`src/rtl/vga_mem_viewer.sv`:
```
// rtl/vga_mem_viewer.sv - memory-bitmap VGA viewer with per-frame overlay modes
// Optional feature macro: CURSOR_EN (blinking cursor over one memory bit)
module vga_mem_viewer #(
   parameter int RAM_WIDTH               = 16,
   parameter int ADDR_WIDTH              = 10,
   parameter int BITS_PER_MEMORY_PIXEL_X = 3,
   parameter int BITS_PER_MEMORY_PIXEL_Y = 3,
   parameter int VIEW_W                  = 512,
   parameter int VIEW_H                  = 384,
   parameter int H_ACTIVE                = 640,
   parameter int H_FP                    = 16,
   parameter int H_SYNC                  = 96,
   parameter int H_BP                    = 48,
   parameter int V_ACTIVE                = 480,
   parameter int V_FP                    = 10,
   parameter int V_SYNC                  = 2,
   parameter int V_BP                    = 33
) (
   input  logic                          CLK_50,
   input  logic                          RESET,
   input  logic                          pix_ce,
   input  logic [1:0]                    mode,
   output logic [ADDR_WIDTH-1:0]         mem_addr,
   output logic                          mem_rd_en,
   input  logic [RAM_WIDTH-1:0]          mem_data,
   output logic [2:0]                    RED,
   output logic [2:0]                    GREEN,
   output logic [1:0]                    BLUE,
   output logic                          h_sync,
   output logic                          v_sync,
   output logic [9:0]                    pixel_x,
   output logic [9:0]                    pixel_y,
   output logic                          frame_start
`ifdef CURSOR_EN
   ,
   input  logic [ADDR_WIDTH-1:0]         cursor_addr,
   input  logic [$clog2(RAM_WIDTH)-1:0]  cursor_bit
`endif
);

   localparam int BPX = BITS_PER_MEMORY_PIXEL_X;
   localparam int BPY = BITS_PER_MEMORY_PIXEL_Y;
   localparam int BW  = $clog2(RAM_WIDTH);
   localparam int WSH = BPX + BW;
   localparam int WPR = VIEW_W >> WSH;

   localparam logic [9:0] H_LAST    = 10'(H_ACTIVE + H_FP + H_SYNC + H_BP - 1);
   localparam logic [9:0] V_LAST    = 10'(V_ACTIVE + V_FP + V_SYNC + V_BP - 1);
   localparam logic [9:0] H_ACT     = 10'(H_ACTIVE);
   localparam logic [9:0] V_ACT     = 10'(V_ACTIVE);
   localparam logic [9:0] HS_BEG    = 10'(H_ACTIVE + H_FP);
   localparam logic [9:0] HS_END    = 10'(H_ACTIVE + H_FP + H_SYNC);
   localparam logic [9:0] VS_BEG    = 10'(V_ACTIVE + V_FP);
   localparam logic [9:0] VS_END    = 10'(V_ACTIVE + V_FP + V_SYNC);
   localparam logic [9:0] VIEW_X    = 10'(VIEW_W);
   localparam logic [9:0] VIEW_Y    = 10'(VIEW_H);
   localparam logic [9:0] WORD_MASK = 10'((RAM_WIDTH << BPX) - 1);
   localparam logic [9:0] BYTE_MASK = 10'((8 << BPX) - 1);
   localparam logic [9:0] PXX_MASK  = 10'((1 << BPX) - 1);
   localparam logic [9:0] PXY_MASK  = 10'((1 << BPY) - 1);

   logic [9:0]    hc, vc;
   logic [1:0]    mode_q;
   logic          in_view;

   // First pipeline stage: raster attributes of the pixel whose word is being read
   logic [9:0]    p1_x, p1_y;
   logic          p1_active, p1_view, p1_hs, p1_vs, p1_first;
   logic          p1_wb, p1_bb, p1_pb;
   logic [BW-1:0] p1_bit;

   logic [7:0]    rgb_next;
   logic          pix_bit;
   logic          cursor_hit;

`ifdef CURSOR_EN
   logic [ADDR_WIDTH-1:0] p1_addr;
   logic [5:0]            frame_cnt;
`endif

   // Raster counters advance one pixel per pix_ce
   always_ff @(posedge CLK_50 or posedge RESET) begin
      if (RESET) begin
         hc <= '0;
         vc <= '0;
      end else if (pix_ce) begin
         if (hc == H_LAST) begin
            hc <= '0;
            vc <= (vc == V_LAST) ? '0 : vc + 10'd1;
         end else begin
            hc <= hc + 10'd1;
         end
      end
   end

   // Overlay mode is frozen for a whole frame, sampled at the frame origin
   always_ff @(posedge CLK_50 or posedge RESET) begin
      if (RESET)
         mode_q <= '0;
      else if (pix_ce && hc == '0 && vc == '0)
         mode_q <= mode;
   end

   // Read request goes out with the counters; the RAM answers one cycle later,
   // and gating with pix_ce keeps its output register stable between ticks
   assign in_view   = (hc < VIEW_X) && (vc < VIEW_Y);
   assign mem_rd_en = pix_ce && in_view && !RESET;
   assign mem_addr  = ADDR_WIDTH'(vc >> BPY) * ADDR_WIDTH'(WPR) + ADDR_WIDTH'(hc >> WSH);

   // Carry coordinates, sync and border flags alongside the outstanding read
   always_ff @(posedge CLK_50 or posedge RESET) begin
      if (RESET) begin
         p1_x      <= '0;
         p1_y      <= '0;
         p1_active <= 1'b0;
         p1_view   <= 1'b0;
         p1_hs     <= 1'b1;
         p1_vs     <= 1'b1;
         p1_first  <= 1'b0;
         p1_wb     <= 1'b0;
         p1_bb     <= 1'b0;
         p1_pb     <= 1'b0;
         p1_bit    <= '0;
      end else if (pix_ce) begin
         p1_x      <= hc;
         p1_y      <= vc;
         p1_active <= (hc < H_ACT) && (vc < V_ACT);
         p1_view   <= in_view;
         p1_hs     <= !((hc >= HS_BEG) && (hc < HS_END));
         p1_vs     <= !((vc >= VS_BEG) && (vc < VS_END));
         p1_first  <= (hc == '0) && (vc == '0);
         p1_wb     <= (hc & WORD_MASK) == '0;
         p1_bb     <= (hc & BYTE_MASK) == '0;
         p1_pb     <= ((hc & PXX_MASK) == '0) || ((vc & PXY_MASK) == '0);
         p1_bit    <= ~BW'(hc >> BPX);
      end
   end

`ifdef CURSOR_EN
   // Cursor address follows the pipeline; frame counter bit 5 drives the blink
   always_ff @(posedge CLK_50 or posedge RESET) begin
      if (RESET) begin
         p1_addr   <= '0;
         frame_cnt <= '0;
      end else begin
         if (pix_ce)
            p1_addr <= mem_addr;
         if (frame_start)
            frame_cnt <= frame_cnt + 6'd1;
      end
   end
`endif

   // Colour selection, highest priority first
   always_comb begin
      pix_bit    = mem_data[p1_bit];
      cursor_hit = 1'b0;
`ifdef CURSOR_EN
      cursor_hit = frame_cnt[5] && (p1_addr == cursor_addr) && (p1_bit == cursor_bit);
`endif
      if (!p1_active)
         rgb_next = 8'b000_000_00;
      else if (mode_q == 2'd3)
         rgb_next = 8'b111_000_00;
      else if (!p1_view)
         rgb_next = 8'b000_001_00;
      else if (mode_q == 2'd2 && p1_wb)
         rgb_next = 8'b000_000_11;
      else if (mode_q == 2'd2 && p1_bb)
         rgb_next = 8'b000_000_01;
      else if (mode_q != 2'd0 && p1_pb)
         rgb_next = 8'b111_000_00;
      else if (cursor_hit)
         rgb_next = pix_bit ? 8'b111_111_00 : 8'b011_011_00;
      else if (pix_bit)
         rgb_next = 8'b111_111_11;
      else
         rgb_next = 8'b001_001_01;
   end

   // Output register: everything the DAC sees changes on the same tick
   always_ff @(posedge CLK_50 or posedge RESET) begin
      if (RESET) begin
         RED         <= '0;
         GREEN       <= '0;
         BLUE        <= '0;
         h_sync      <= 1'b1;
         v_sync      <= 1'b1;
         pixel_x     <= '0;
         pixel_y     <= '0;
         frame_start <= 1'b0;
      end else if (pix_ce) begin
         {RED, GREEN, BLUE} <= rgb_next;
         h_sync      <= p1_hs;
         v_sync      <= p1_vs;
         pixel_x     <= p1_x;
         pixel_y     <= p1_y;
         frame_start <= p1_first;
      end else begin
         frame_start <= 1'b0;
      end
   end

endmodule

```
`config.mk`:
```
export PLATFORM = sky130hd
export DESIGN_NAME = vga_mem_viewer
export DESIGN_NICKNAME = d
export VERILOG_FILES = /design/src/rtl/vga_mem_viewer.sv
export SDC_FILE = /design/constraint.sdc
export NUM_CORES = 1
export LEC_CHECK = 0
export BUFFER_PORTS_ARGS = -buffer_cell sky130_fd_sc_hd__buf_4
export CORE_ASPECT_RATIO = 0.7
export CORE_MARGIN = 4
export CORE_UTILIZATION = 30
export DETAILED_ROUTE_END_ITERATION = 12
export GPL_TIMING_DRIVEN = 0
export PLACE_DENSITY_LB_ADDON = 0.2
export SLEW_MARGIN = 30
export SYNTH_ARGS = -nofsm -noshare
export SYNTH_HDL_FRONTEND = slang
export SYNTH_SLANG_ARGS = --single-unit
```
`constraint.sdc`:
```
create_clock -name CLK_50 -period 3.8 [get_ports CLK_50]
set_clock_uncertainty 0.05 [all_clocks]
set_input_delay 0.95 -clock CLK_50 [delete_from_list [all_inputs] [get_ports CLK_50]]
set_output_delay 0.95 -clock CLK_50 [all_outputs]
set_load 0.1 [all_outputs]
```
# Yosys cells after proc, flatten, opt, wreduce, memory -nomap -nowiden

Index checks and enable logic that the tools add are counted.

Multiplexer cells: 12
Reductions and logical operators: 24
Magnitude comparators: 9
Add/sub/neg operators: 3
Equality and inequality tests: 4
Bitwise logic cells: 1

Operator list:

| cell                    | count |
|---|---|
| $logic_not A10 Y1       | 6 |
| $mux W8                 | 7 |
| $lt A10 B10 Y1 const B  | 3 |
| $lt A10 B9 Y1 const B   | 3 |
| $add A10 B1 Y10 const B | 2 |
| $eq A10 B10 Y1 const B  | 2 |
| $mux W10                | 2 |
| $logic_and A1 B1 Y1     | 12 |
| $add A9 B3 Y10          | 1 |
| $ge A10 B10 Y1 const B  | 1 |
| $ge A10 B9 Y1 const B   | 1 |
| $lt A4 B5 Y1 const B    | 1 |
| $bmux W1 S4             | 1 |
| $eq A2 B2 Y1 const B    | 2 |
| $not A4 Y4              | 1 |
| $logic_not A1 Y1        | 3 |
| $mux W1                 | 2 |
| $reduce_and A2 Y1       | 1 |
| $reduce_bool A2 Y1      | 1 |
| $logic_or A1 B1 Y1      | 1 |

Register bits: 85
Logic and storage cells: 75
Bits of input ports: 21
Output and inout port bits: 42

# Logic depth before layout (Yosys ltp)

Gate-level depths: netlist (run 1).

Word-level depth: 9
Mapped depth: 7
Depth with buffers taken out: 6

# Least setup slack after synthesis (run 1)

OpenSTA, ideal clock, no wires.

Path kind: input -> output
Start: input RESET
End: output mem_rd_en
Buffers on the path: 0
Data required time: 2800 ps
Slack: -897 ps
Cell stages on the path: 2
Arrival: 3697 ps
Cells stage by stage: inv_1 -> and3_1

Cells in the longest elaborated chain, start to end: 2

Ends and longest elaborated chain:

| what                              | RTL line | source |
|---|---|---|
| start: declaration                | 20       | `input logic RESET,` |
| $logic_not A1 Y1 (no source line) | --       |  |
| $logic_and A1 B1 Y1               | 107      | `assign mem_rd_en = pix_ce && in_view && !RESET;` |
| end: declaration                  | 24       | `output logic mem_rd_en,` |

No other way between the ends.

# Worst setup path in the final report (run 1)

Start: input pix_ce
End: output mem_rd_en

Cells in the longest elaborated chain, start to end: 2

Ends and longest elaborated chain:

| what                             | RTL line | source |
|---|---|---|
| start: declaration               | 21       | `input logic pix_ce,` |
| $logic_and A1 B1 Y1 (2 in a row) | 107      |  |

No other way between the ends.

==> out/qor.txt, run 1 <==
================================================================================
Result of the run                                                   finished, final reports clean
Final-report hold violation count                                              0
Endpoints failing setup                                                        0
Standby leakage power                                                   2.408 nW
Worst-path cell chain                                               buf_2, buf_2, buf_1, and3_4, buf_4
Count of nets after finishing                                                443
Post-placement setup slack                                             0.3100 ns
Part of the Yosys area used for sequential elements                       51.20%
Internal power                                                          1.961 mW
Area growth from synthesis to final layout                                26.62%
Count of pins over their slew limit                                            0
Boundary pin count                                                            63
Effective utilization at floorplan                                        30.75%
Worst-path clk slew                                                      0.06 ns
Overflow left after global routing                                             0
Drt initial violations                                                       173
Max incr delay on CP                                                     0.48 ns
Port-buffer cells                                                             61
Clock tree from TritonCTS                                                    yes
Count of flip-flops with a built-in enable after synthesis                     0
Area leader, netlist                                                     dfrtp_1
Number of buffers added to fix hold violations after cts                       0
Cell Rows                                                                     35
Fraction of power consumed by combinational cells                          34.0%
Slew of the pin with the lowest slew margin                            0.6542 ns
Count of clock tree sinks                                                     83
Die outline height                                                      105.4 um
Antenna violations before repair                                               0
Total vias in the final route                                               2834
Wire length of the first global-routing pass                            14.93 mm
Sw Ratio                                                                  37.15%
Fraction of final layout cells with drive strength greater than 1         38.42%
Share of synthesized flip-flops with an asynchronous set or reset         100.0%
Net count after synthesis                                                    368
Most common library cell in the layout ignoring fill and taps            dfrtp_1
Period minus WS final                                                   3.435 ns
CP bufs+invs                                                                   4
Die Wd                                                                  147.2 um
Placed cell area                                                       4832 um^2
Peak VDD IR                                                            0.2466 mV
Diodes inserted                                                                0
Most repeated library cell on the critical path                            buf_2
Number of CTS-inserted buffers                                                 9
Global router's overall resource usage                                    12.06%
Pin count of the biggest net entering global routing                          30
CP Max Fanout                                                                 10
Clock Path Buffers                                                             2
Cell chosen for the clock root                                         clkbuf_16
Share of power burned in the clock network                                 29.7%
Max_slew headroom                                                         56.39%
Final Wtd Congestion                                                      0.8098
Final instance area                                                    5149 um^2
Final wirelength                                                        9.101 mm
Post-CTS Repair Setup Buffers                                                  0
Detailed-route wire length per cell                                     15.07 um
Arrival time of data at the critical path endpoint                       2.43 ns
Max-cap violation count                                                        0
Class of the tightest hold or removal check                         register to register
Core outline area                                                     13230 um^2
Critical path class                                                 input pin to primary output
Vias in the first global route                                              2828
Post-DRT Antenna Nets                                                          0
Total net switching power                                               1.159 mW
Areal power density over the cells                                  605.9 nW/um^2
HPWL reported at the end of detailed placement                          6.867 mm
Avg Vias per Cell                                                          4.692
Number of flip-flops and latches in the synthesized netlist                   83
Top cell type's share of synthesized area                                 48.62%
Area contributors post-synth                                        dfrtp_1 49%, mux2_2 12%, dfstp_2 2.6%
WP data required                                                         2.80 ns
Synth Instances                                                              341
Setup tns final                                                             0 ns
Count of unresolved DRC violations after routing                               0
Later-pin clock latency in the skew report                               0.33 ns
Number of library cell types mapped by synthesis                              55
Yosys synthesis warning count                                                  0
Final critical-path share of the clock period                             90.39%
Cell with the largest stage delay on the worst path                        buf_1
Number of detailed-route iterations in the first pass                          4
Full die area                                                         15510 um^2
CP top delay family                                                 buffers and inverters
Most used DFF post-synth                                                 dfrtp_1
Sort of element at the end of the critical path                     primary output
Syn Std Cell Area                                                      4066 um^2
Tot Pwr                                                                 3.120 mW
Flop pwr share                                                             36.3%
Max Clock Freq                                                         291.1 MHz
Quantity of gates resized following cts                                        0
PnR worst setup slack                                                  0.3653 ns
Unrepaired setup endpoints after global routing                               no
Post-Syn Area per Cell                                                11.92 um^2
Number of H-tree levels                                                        3
Commonest cells after routing, fill and taps aside                  79 x dfrtp_1, 67 x buf_4, 44 x mux2_2
Type of origin of the critical path                                    input pin
================================================================================
==> flip-flops by register name, indices dropped and copies added (netlist names) <==
| name | flops |
|---|---|
| v_sync | 1 |
| p1_bb | 1 |
| p1_x | 10 |
| mode_q | 2 |
| pixel_x | 10 |
| p1_hs | 1 |
| p1_bit | 4 |
| p1_y | 10 |
| hc | 10 |
| frame_start | 1 |
| p1_first | 1 |
| h_sync | 1 |
| GREEN | 2 |
| pixel_y | 10 |
| p1_vs | 1 |
| p1_active | 1 |
| p1_view | 1 |
| vc | 10 |
| p1_pb | 1 |
| BLUE | 2 |
| p1_wb | 1 |
| RED | 2 |
==> cells in the mapped netlist (2+ instances only) <==
cell type,instances
a21oi_1,7
a2bb2oi_1,3
and3_1,6
and4b_1,2
buf_2,6
buf_4,6
buf_6,5
clkbuf_1,8
clkbuf_8,5
dfrtp_1,79
dfstp_2,4
ha_1,6
inv_1,21
mux2_1,2
mux2_2,44
mux2i_1,10
mux4_2,2
nand2_1,14
nand3_1,10
nand3b_1,2
nand4_1,9
nand4b_1,3
nor2_1,17
nor2b_1,4
nor3_1,5
nor4_1,2
nor4_2,3
o21ai_0,10
o21ai_1,2
o221ai_1,3
o22ai_1,2
xnor2_1,11
xor2_1,6
==> power groups by stage <==
stage	clock (mW)	combinational (mW)	sequential (mW)
final	0.926	1.06	1.13
after CTS	0.956	1.08	1.14
after global placement	0	1.05	1.15
after floorplan	0	0.475	1.50
after detailed placement	0	1.07	1.15
after global routing	0.994	1.13	1.16
==> metal layers <==
metal	vias to the layer above	wire (um)	track usage [%]
met5	-	0	0
met4	0	100	3.391
met1	1394	4541	17.13
li1	1352	-	-
met3	9	574	3.997
met2	79	3885	17.54
==> layout make-up <==
class,count,area [um^2]
buffer,32,239.0
clock buffer,12,256.5
inverter,21,82.58
fill,1325,8077
sequential,83,2082
multi-input combinational,205,1672
clock inverter,2,60.06
tap,185,231.5
timing repair buffer,64,525.5
==> worst register-to-register path: cells and delay by family (launching register included) <==
family	cells	cell delay (ns)
simple gates	3	0.75
mux	1	0.39
buf+inv	1	0.11
fa+ha+maj	1	0.20
flops	1	0.42
==> path summary, 6_finish.rpt <==
kind	startpoint	slack [ns]	depth (start not counted)	to
max in group asynchronous	RESET	2.25	5	h_sync$_DFFE_PP1P_
hold reg to reg	p1_first$_DFFE_PP0P_	0.43	1	frame_start$_DFF_PP0_
min in group asynchronous	RESET	0.54	2	p1_y[8]$_DFFE_PP0P_
setup / recovery	pix_ce	0.37	5	mem_rd_en
hold / removal	p1_first$_DFFE_PP0P_	0.43	1	frame_start$_DFF_PP0_
setup reg to reg	vc[0]$_DFFE_PP0P_	1.76	6	mode_q[1]$_DFFE_PP0P_
==> through the flow <==
step	utilization (%)	instances	hold WS, ns
5_1_grt	38.93	604	0.4650
2_1_floorplan	-	341	0.4084
4_1_cts	38.93	604	0.4403
6_report	38.93	604	0.4347
3_5_place_dp	36.54	590	0.4265
3_3_place_gp	36.03	587	0.4206
==> logic make-up (layout without fill, tap and decap cells) <==
logic type,after synthesis,after routing,synth area share [%]
DFF,83,83,51.20
and+or+nand+nor,87,87,13.05
buffers and inverters,53,131,7.815
xor gates and xnor gates,17,17,3.661
muxes,58,58,16.31
AOI/OAI and AO/OA,36,36,5.877
adders and majority gates,7,7,2.092
Note: power is estimated with default switching activity, not from simulation.
==> run 2, diff against run 1 <==
- CORE_ASPECT_RATIO: 0.7 -> 1.75
==> run 2 against run 1 <==
  * Fmax increased by 0.17%
  * Combinational power about the same
  * Flip-flop and latch count unchanged
  * Utilization decreased by 0.97 points
  * Clock-buffer cell count unchanged
  * Non-clock buffer count unchanged
  * Critical path type unchanged
==> out/qor.txt, run 2 (synthesis gave the netlist of run 1 again) <==
================================================================================
Endpoint of the worst-slack reg-to-reg timing path                  mode_q[0]$_DFFE_PP0P_
Number of buffers added to fix hold violations after cts                       0
Count of pins over their slew limit                                            0
Drt initial violations                                                       125
Slew of the pin with the lowest slew margin                            0.7169 ns
Flop pwr share                                                             37.9%
Worst-path clk slew                                                      0.06 ns
Boundary pin count                                                            63
Final-report hold violation count                                              0
Standby leakage power                                                   2.381 nW
Detailed-route wire length per cell                                     15.36 um
Number of CTS-inserted buffers                                                 9
HPWL reported at the end of detailed placement                          6.820 mm
Post-CTS Repair Setup Buffers                                                  0
Quantity of gates resized following cts                                        0
Core outline area                                                     13380 um^2
Final wirelength                                                        9.106 mm
Peak VDD IR                                                            0.3376 mV
Antenna violations before repair                                               0
Unrepaired setup endpoints after global routing                               no
Critical path class                                                 input pin to primary output
Max Clock Freq                                                         291.6 MHz
Worst Hold End                                                      frame_start$_DFF_PP0_
Cell chosen for the clock root                                         clkbuf_16
Cell Rows                                                                     56
Count of nets after finishing                                                443
Number of cells on the worst reg-to-reg path                                   6
Post-route worst hold slack                                            0.4320 ns
Commonest cells after routing, fill and taps aside                  79 x dfrtp_1, 67 x buf_4, 44 x mux2_2
Fraction of final layout cells with drive strength greater than 1         38.42%
Pin count of the biggest net entering global routing                          30
Share of power burned in the clock network                                 26.8%
Placed cell area                                                       4811 um^2
Clock Path Buffers                                                             2
Tot Pwr                                                                 2.982 mW
Most common library cell in the layout ignoring fill and taps            dfrtp_1
Result of the run                                                   finished, final reports clean
Endpoints failing setup                                                        0
CP top delay family                                                 buffers and inverters
WP data required                                                         2.80 ns
Period minus WS final                                                   3.429 ns
Number of detailed-route iterations in the first pass                          4
Worst-path cell chain                                               buf_2, buf_2, buf_1, and3_4, buf_4
Areal power density over the cells                                  587.1 nW/um^2
CP Max Fanout                                                                 10
Final instance area                                                    5080 um^2
Sw Ratio                                                                  38.83%
Die Wd                                                                  96.01 um
Die outline height                                                      162.0 um
Port-buffer cells                                                             61
Max_slew headroom                                                         52.21%
Clock tree from TritonCTS                                                    yes
Cell with the largest stage delay on the worst path                        buf_1
Max incr delay on CP                                                     0.48 ns
Setup tns final                                                             0 ns
Area growth from synthesis to final layout                                24.92%
Vias in the first global route                                              2878
Total net switching power                                               1.158 mW
Reg-to-reg critical path startpoint                                 vc[0]$_DFFE_PP0P_
Number of H-tree levels                                                        3
Arrival time of data at the critical path endpoint                       2.43 ns
Effective utilization at floorplan                                        30.39%
Hold path depth                                                                1
Post-DRT Antenna Nets                                                          0
Later-pin clock latency in the skew report                               0.33 ns
Count of unresolved DRC violations after routing                               0
CP bufs+invs                                                                   4
Max-cap violation count                                                        0
Class of the tightest hold or removal check                         register to register
Overflow left after global routing                                             0
Diodes inserted                                                                0
Count of clock tree sinks                                                     83
Hold Startpoint                                                     p1_first$_DFFE_PP0P_
Fraction of power consumed by combinational cells                          35.3%
Most repeated library cell on the critical path                            buf_2
Type of origin of the critical path                                    input pin
Wire length of the first global-routing pass                            15.10 mm
Full die area                                                         15560 um^2
Final Wtd Congestion                                                      0.8309
Global router's overall resource usage                                    12.66%
Sort of element at the end of the critical path                     primary output
Worst R2R Setup Slack                                                    1.90 ns
Avg Vias per Cell                                                          4.730
Final critical-path share of the clock period                             90.23%
Total vias in the final route                                               2805
Internal power                                                          1.824 mW
================================================================================
## run 2: cell types whose count changed in the layout (fill, tap and decap cells not counted)
cell | previous run | this run
bufinv_16 | 2 | 0
clkinvlp_4 | 1 | 2
buf_12 | 2 | 3
buf_16 | 1 | 0
clkinv_2 | 0 | 1
## run 2: worst reg2reg max path: stages (launching register included)
cell	delay, ns
dfrtp_1	0.43
inv_1	0.11
ha_1	0.21
nor4b_1	0.22
and4b_1	0.23
nand4b_1	0.18
mux2_1	0.36
## run 2: layout make-up
type,instances,area (um^2)
buffer,32,239.0
clock buffer,12,256.5
clock inverter,2,12.51
fill,1324,8303
inverter,21,82.58
multi-input combinational,205,1672
sequential,83,2082
tap,174,217.7
timing repair buffer,64,518.0
## run 2: power groups by stage
stage | Sequential [mW] | Combinational [mW] | Clock (mW)
after global placement | 1.14 | 1.05 | 0
after floorplan | 1.50 | 0.475 | 0
after detailed placement | 1.15 | 1.06 | 0
after CTS | 1.13 | 1.07 | 0.823
final | 1.13 | 1.05 | 0.798
after global routing | 1.16 | 1.13 | 0.866
## run 2: worst max path at each step
| stage | from | to | slack, ns | depth (start not counted) |
|---|---|---|---|---|
| CTS | pix_ce | mem_rd_en | 0.32 | 5 |
| global placement | RESET | mem_rd_en | -0.80 | 4 |
| detailed placement | pix_ce | mem_rd_en | 0.32 | 5 |
| global route | pix_ce | mem_rd_en | 0.23 | 5 |
| finish | pix_ce | mem_rd_en | 0.37 | 5 |
| floorplan | RESET | mem_rd_en | 0.05 | 2 |
## run 2: layer usage
layer  track usage (%)  up-vias  share of wire, %  wire (um)
met5                 0        -                 0          0
met4             5.117        0               1.8        164
met3             2.966       10               2.9        267
met2             21.70       46                56       5112
met1             14.87     1414                39       3561
li1                  -     1335                 -          -
## run 2: metrics by stage
| step | std cells | utilization, % | setup slack (ns) |
|---|---|---|---|
| 4_1_cts | 593 | 37.96 | 0.3182 |
| 6_report | 593 | 37.96 | 0.3711 |
| 2_1_floorplan | 341 | - | 0.04550 |
| 3_5_place_dp | 579 | 35.95 | 0.3236 |
| 3_3_place_gp | 576 | 35.50 | -0.8019 |
| 5_1_grt | 593 | 37.96 | 0.2272 |
